File: src/rtl/alu_pkg.sv
// Shared ALU command encodings used by the issue stage and the ALU itself.
// ALU_NOP is the idle command presented whenever no operation is executing.
package alu_pkg;
  localparam logic [4:0] ALU_NOP                            = 5'd0;
  localparam logic [4:0] ALU_ADD                            = 5'd1;
  localparam logic [4:0] ALU_SUB                            = 5'd2;
  localparam logic [4:0] ALU_AND                            = 5'd3;
  localparam logic [4:0] ALU_OR                             = 5'd4;
  localparam logic [4:0] ALU_XOR                            = 5'd5;
  localparam logic [4:0] ALU_NOR                            = 5'd6;
  localparam logic [4:0] ALU_COMP_LT                        = 5'd7;
  localparam logic [4:0] ALU_UNSIGNED_SHIFT_LEFT_SH_AMOUNT  = 5'd8;
  localparam logic [4:0] ALU_UNSIGNED_SHIFT_RIGHT_SH_AMOUNT = 5'd9;
  localparam logic [4:0] ALU_SIGNED_SHIFT_RIGHT_SH_AMOUNT   = 5'd10;
  localparam logic [4:0] ALU_UNSIGNED_SHIFT_LEFT            = 5'd11;
  localparam logic [4:0] ALU_UNSIGNED_SHIFT_RIGHT           = 5'd12;
  localparam logic [4:0] ALU_MULT                           = 5'd13;
  localparam logic [4:0] ALU_DIV                            = 5'd14;
  localparam logic [4:0] ALU_LUI                            = 5'd15;
endpackage

File: src/rtl/alu_issue.sv
// MIPS R/I issue stage: decode, operand read, ALU command, writeback; ALU_OVF_TRAP_EN enables overflow trap.
// Latency: handshake edge N -> wb_en in cycle N+3; one instruction per 4 cycles.
// Backpressure: inst_ready only in IDLE; source holds inst_valid/inst until accepted.
module alu_issue
  import alu_pkg::*;
(
  input  logic        clock,
  input  logic        reset_n,
  input  logic        inst_valid,
  output logic        inst_ready,
  input  logic [31:0] inst,
  output logic [4:0]  rs_addr,
  output logic [4:0]  rt_addr,
  input  logic [31:0] rs_data,
  input  logic [31:0] rt_data,
  output logic [4:0]  alu_opt,
  output logic [31:0] alu_a,
  output logic [31:0] alu_b,
  output logic [4:0]  alu_shamt,
  input  logic [31:0] alu_out,
  input  logic        alu_carry,
  output logic        wb_en,
  output logic [4:0]  wb_addr,
  output logic [31:0] wb_data,
  output logic        illegal,
  output logic        ovf
);

  typedef enum logic [1:0] {IDLE, READ, EXEC, WB} state_t;

  state_t      state, state_nxt;
  logic [31:0] inst_q;
  logic [4:0]  dest_q;
  logic [5:0]  opcode, funct;
  logic [31:0] imm_s, imm_z;
  logic        dec_legal;
  logic [4:0]  dec_opt, dec_dest, dec_shamt;
  logic [31:0] dec_a, dec_b;

  assign opcode  = inst_q[31:26];
  assign funct   = inst_q[5:0];
  assign imm_s   = {{16{inst_q[15]}}, inst_q[15:0]};
  assign imm_z   = {16'h0000, inst_q[15:0]};
  assign rs_addr = inst_q[25:21];
  assign rt_addr = inst_q[20:16];

  always_comb begin
    dec_legal = 1'b1;
    dec_opt   = ALU_NOP;
    dec_a     = rs_data;
    dec_b     = rt_data;
    dec_dest  = inst_q[15:11];
    dec_shamt = inst_q[10:6];
    if (opcode == 6'h00) begin
      case (funct)
        6'h20, 6'h21: dec_opt = ALU_ADD;
        6'h22, 6'h23: dec_opt = ALU_SUB;
        6'h24:        dec_opt = ALU_AND;
        6'h25:        dec_opt = ALU_OR;
        6'h26:        dec_opt = ALU_XOR;
        6'h27:        dec_opt = ALU_NOR;
        6'h2A:        dec_opt = ALU_COMP_LT;
        6'h00:        dec_opt = ALU_UNSIGNED_SHIFT_LEFT_SH_AMOUNT;
        6'h02:        dec_opt = ALU_UNSIGNED_SHIFT_RIGHT_SH_AMOUNT;
        6'h03:        dec_opt = ALU_SIGNED_SHIFT_RIGHT_SH_AMOUNT;
        6'h04:        dec_opt = ALU_UNSIGNED_SHIFT_LEFT;
        6'h06:        dec_opt = ALU_UNSIGNED_SHIFT_RIGHT;
        6'h18:        dec_opt = ALU_MULT;
        6'h1A:        dec_opt = ALU_DIV;
        default:      dec_legal = 1'b0;
      endcase
    end else begin
      // I-type: the shamt field is immediate bits, so present no shift amount.
      dec_dest  = inst_q[20:16];
      dec_shamt = 5'd0;
      case (opcode)
        6'h08, 6'h09: begin dec_opt = ALU_ADD;     dec_b = imm_s; end
        6'h0A:        begin dec_opt = ALU_COMP_LT; dec_b = imm_s; end
        6'h0C:        begin dec_opt = ALU_AND;     dec_b = imm_z; end
        6'h0D:        begin dec_opt = ALU_OR;      dec_b = imm_z; end
        6'h0E:        begin dec_opt = ALU_XOR;     dec_b = imm_z; end
        6'h0F:        begin dec_opt = ALU_LUI;     dec_b = imm_z; dec_a = 32'h0; end
        default:      dec_legal = 1'b0;
      endcase
    end
  end

`ifdef ALU_OVF_TRAP_EN
  logic dec_trap, trap_q, ovf_r;
  assign dec_trap = (opcode == 6'h00) ? (funct == 6'h20 || funct == 6'h22) : (opcode == 6'h08);
  assign ovf      = ovf_r;
`else
  logic unused_carry;
  assign unused_carry = alu_carry;
  assign ovf          = 1'b0;
`endif

  always_ff @(posedge clock or negedge reset_n) begin
    if (!reset_n) state <= IDLE;
    else          state <= state_nxt;
  end

  always_comb begin
    state_nxt  = state;
    inst_ready = 1'b0;
    case (state)
      IDLE: begin
        inst_ready = 1'b1;
        if (inst_valid) state_nxt = READ;
      end
      READ:    state_nxt = dec_legal ? EXEC : IDLE;
      EXEC:    state_nxt = WB;
      WB:      state_nxt = IDLE;
      default: state_nxt = IDLE;
    endcase
  end

  always_ff @(posedge clock or negedge reset_n) begin
    if (!reset_n) begin
      inst_q    <= 32'h0;
      dest_q    <= 5'd0;
      alu_opt   <= ALU_NOP;
      alu_a     <= 32'h0;
      alu_b     <= 32'h0;
      alu_shamt <= 5'd0;
      wb_en     <= 1'b0;
      wb_addr   <= 5'd0;
      wb_data   <= 32'h0;
      illegal   <= 1'b0;
`ifdef ALU_OVF_TRAP_EN
      trap_q    <= 1'b0;
      ovf_r     <= 1'b0;
`endif
    end else begin
      // Command and pulse outputs are single-cycle unless re-asserted below.
      alu_opt <= ALU_NOP;
      wb_en   <= 1'b0;
      illegal <= 1'b0;
`ifdef ALU_OVF_TRAP_EN
      ovf_r   <= 1'b0;
`endif
      case (state)
        IDLE: if (inst_valid) inst_q <= inst;
        READ: begin
          if (dec_legal) begin
            alu_opt   <= dec_opt;
            alu_a     <= dec_a;
            alu_b     <= dec_b;
            alu_shamt <= dec_shamt;
            dest_q    <= dec_dest;
`ifdef ALU_OVF_TRAP_EN
            trap_q    <= dec_trap;
`endif
          end else begin
            illegal <= 1'b1;
          end
        end
        EXEC: begin
          wb_data <= alu_out;
          wb_addr <= dest_q;
`ifdef ALU_OVF_TRAP_EN
          if (trap_q && alu_carry) ovf_r <= 1'b1;
          else                     wb_en <= (dest_q != 5'd0);
`else
          wb_en   <= (dest_q != 5'd0);
`endif
        end
        default: ;
      endcase
    end
  end

endmodule

File: config.mk
export PLATFORM = sky130hd
export DESIGN_NAME = alu_issue
export DESIGN_NICKNAME = d
export VERILOG_FILES = /design/src/rtl/alu_pkg.sv /design/src/rtl/alu_issue.sv
export SDC_FILE = /design/constraint.sdc
export NUM_CORES = 1
export LEC_CHECK = 0
export BUFFER_PORTS_ARGS = -buffer_cell sky130_fd_sc_hd__buf_2
export CORE_ASPECT_RATIO = 1.5
export CORE_MARGIN = 3
export CORE_UTILIZATION = 44
export CTS_BUF_LIST = sky130_fd_sc_hd__clkbuf_16
export DETAILED_ROUTE_END_ITERATION = 16
export PLACE_DENSITY = 0.73
export SLEW_MARGIN = 20
export SYNTH_ARGS = -nofsm -noshare
export SYNTH_HDL_FRONTEND = slang
export SYNTH_SLANG_ARGS = --single-unit
File: constraint.sdc
create_clock -name clock -period 2.2 [get_ports clock]
set_clock_uncertainty 0.15 [all_clocks]
set_input_delay 0.44 -clock clock [delete_from_list [all_inputs] [get_ports clock]]
set_output_delay 0.44 -clock clock [all_outputs]
set_load 0.02 [all_outputs]
==> impl_metrics.toml <==
[setup_path]
cpPeakStageDelay_ns = 0.55
critical_path_required_ns = 2.38
crit_path_max_fanout = 9
critPathCaptureType = "flop"
crit_family = "simple AND/OR/NAND/NOR gates"
arrival_ns = 2.39
path_cells = "or4_4, nor3_4, o31a_4, o21a_4, clkbuf_16, mux2i_1"
crit_buf_inv = 1
crit_path_top_delay_cell = "or4_4"
crit_type = "reg2reg"
start_kind = "flop"

[placement]
port-buffer-count = 253
place_ws_ns = -0.00349
place.gp.congestion = 0.942
dp_hpwl_mm = 12.8
dpl.cell_count = 937

[global_routing]
grt_antenna_before_repair = 0
globalRouteOverflowTotal = 0
grt_pass1_vias = 5211
grt_max_degree = 47
grt_usage_pct = 20.9
grt_first_pass_wirelength_mm = 26.5

[sta]
hold_violations = 0
maxSlewViolCount = 0
tightest_slew_ns = 0.549
min_period_ns = 2.21
rsz0062_at_grt = "true"
setup_slack_ns = -0.0148
holdWs_ns = 0.0737
period_share_pct = 101
slew_headroom_pct = 63.2
setup_viol_count_final = 1
fmax_mhz = 452

[clock_network]
cts.sinks = 151
clockBufferDepth = 2
clk_latency_ns = 0.41
cts_tree = "done"
h-tree-depth = 4
root_buffer = "clkbuf_16"
cts_made_buffers = 17
clkTransAtPathRegs_ns = 0.06

[pwr]
cell_internal_pwr_mw = 8.32
p_seq_share_pct = 36.3
ir_drop_mv = 0.687
leakage_nw = 4.28
clock_power_share_pct = 20.6
switchingPower_mw = 5.26
swShare_pct = 38.7
powerDensity_mw_per_mm2 = 1540
p_comb_share_pct = 43.0

[logic_synthesis]
synthDistinctLibCells = 42
seq_area_frac_synth_pct = 58.7
yosys.area.top_type_share_pct = 58.7
syn_area_mm2 = 0.00644
synth.area.top_cells = "dfrtp_1 59%, mux2_2 12%, o221a_2 6.5%"
yosysWarningCount = 0
syn_area_per_cell_um2 = 12.8
synth_seq_cells = 151
synth_edf_count = 0
synth_ff_type = "dfrtp_1"
yosys.area.top_type = "dfrtp_1"
async_flop_share_pct = 100
synthCells = 503

[floorplanning]
fp.dieH_um = 154
die-area_mm2 = 0.0161
die_w_um = 105
core.rowCount = 53
start_util_pct = 45.4
core-area_mm2 = 0.0142
io_pins = 257

[cells_and_area]
final_util_pct = 62.2
stdcell_count = 978
final_nets = 905
drive_above_1_share_pct = 56.6
area_delta_synth_final_pct = 37.1
diodes = 0

[drt]
post-route-drc-count = 0
vias_per_cell = 5.11
drtIter0Drc = 211
wire_per_inst_um = 18.1
antenna_left = 0
wirelength_mm = 17.7
via_count = 4997
first_pass_iters = 4

[worst_hold_path]
hold_path_class = "in2reg"

[outcome]
violations = "negative setup slack"
status = "complete, but fails checks"

[run]
maxCapViolCount = 0
==> final cells by class <==
class	instances	area (µm²)
Clock buffer	17	425
Clock inverter	15	141
Fill cell	1177	5360
Inverter	34	128
Multi-Input combinational cell	275	2340
Sequential cell	151	3780
Tap cell	192	240
Timing Repair Buffer	294	1770
==> power groups by stage <==
stage                     registers [mW]  logic (mW)  clock network, mW
final                               4.94        5.85               2.80
after global routing                5.11        6.23               2.97
after CTS                           4.93        5.74               2.85
after detailed placement            4.97        5.72                  0
after global placement              4.87        5.55                  0
after floorplan                     6.00        2.60                  0
==> per-stage QoR <==
stage | total power, mW | TNS, ns | instance area (µm²)
6_report | 13.6 | -0.0148 | 8830
5_1_grt | 14.3 | -1.92 | 8830
4_1_cts | 13.5 | 0 | 8640
3_5_place_dp | 10.7 | -0.00349 | 8060
3_3_place_gp | 10.4 | 0 | 8060
2_1_floorplan | 8.60 | 0 | 6440
==> cell usage after synthesis, drive strengths merged, types with 4 or more instances <==
master and instances:
dfrtp 151, mux2 68, nand2 47, o221a 37, inv 34, mux2i 33
buf 30, or3 21, clkbuf 15, o21ai 7, nor2 6, a21oi 5
a22o 5, nand2b 5, nor3 5, nand3 4
==> cells by family (layout without fill, tap and decap cells) <==
family / count (synthesis) / in the layout / synth area share [%]
other: 1 / 2 / 0.0583
muxes: 101 / 101 / 17.0
AOI/OAI and AO/OA: 68 / 69 / 9.89
DFF: 151 / 151 / 58.7
and+or+nand+nor: 102 / 102 / 8.03
buffers and inverters: 79 / 360 / 6.16
xor gates and xnor gates: 1 / 1 / 0.136
==> layout by cell type, fill, tap and decap left out, types with 2 or more instances in the layout <==
| master | Yosys | final |
|---|---|---|
| clkinv_2 | 0 | 2 |
| a211oi_1 | 2 | 2 |
| conb_1 | 1 | 2 |
| or2_2 | 2 | 2 |
| mux2_2 | 68 | 68 |
| clkbuf_16 | 0 | 21 |
| nand2_1 | 47 | 46 |
| o21a_1 | 3 | 2 |
| mux2i_1 | 33 | 30 |
| buf_4 | 17 | 26 |
| nor3_1 | 4 | 3 |
| o21a_4 | 0 | 2 |
| buf_6 | 1 | 2 |
| clkinv_4 | 0 | 2 |
| a22o_1 | 5 | 5 |
| nor3b_1 | 2 | 2 |
| nand3_1 | 3 | 3 |
| o21ai_0 | 6 | 5 |
| inv_6 | 0 | 4 |
| nor2_1 | 6 | 6 |
| dfrtp_1 | 151 | 149 |
| or3_1 | 21 | 21 |
| a21oi_1 | 5 | 5 |
| dfrtp_2 | 0 | 2 |
| o221a_2 | 37 | 36 |
| and2_1 | 3 | 3 |
| buf_12 | 0 | 9 |
| inv_8 | 0 | 2 |
| mux2i_2 | 0 | 2 |
| buf_2 | 5 | 252 |
| nand2b_1 | 5 | 5 |
| o21ai_1 | 1 | 2 |
| inv_1 | 34 | 34 |
| clkinvlp_4 | 0 | 3 |
| o22ai_1 | 3 | 3 |
==> flip-flops by register name, indices dropped and copies added (netlist names), 4 cells and up, named ones only <==
signal / cells
alu_shamt: 5
alu_b: 32
alu_a: 32
dest_q: 5
alu_opt: 4
inst_q: 32
wb_data: 32
wb_addr: 5
==> worst paths after layout <==
| kind | from | endpoint | slack (ns) | cells after the start |
|---|---|---|---|---|
| min reg2reg | wb_data[23] | wb_data[23] | 0.35 | 1 |
| max reg2reg | inst_q[31] | alu_a[11] | -0.01 | 6 |
| max | inst_q[31] | alu_a[11] | -0.01 | 6 |
| min | inst[5] | inst_q[5] | 0.07 | 3 |
| max in group asynchronous | reset_n | wb_data[9] | 0.93 | 3 |
| min in group asynchronous | reset_n | inst_q[2] | 0.39 | 2 |
==> repair_timing <==
item	CTS	global route
hold endpoints to repair	42	0
pin swaps	0	0
hold buffers	1	0
cloned	0	5
setup buffers	1	2
endpoints found under the setup margin	5	68
gates resized for setup	0	13
==> worst register-to-register path: cells and delay by family (launching register included) <==
family | cells | cell delay, ns
compound gates | 2 | 0.48
buf+inv | 1 | 0.21
flops | 1 | 0.38
mux | 1 | 0.20
simple gates | 2 | 0.71
==> layer usage <==
layer	vias to the layer above	global-route usage (%)	routed length (µm)
met1	2452	21.2	6250
li1	2312	-	-
met4	0	9.19	590
met5	-	0	0
met3	47	4.87	871
met2	186	40.1	9980
(Power assumes the default switching activity.)
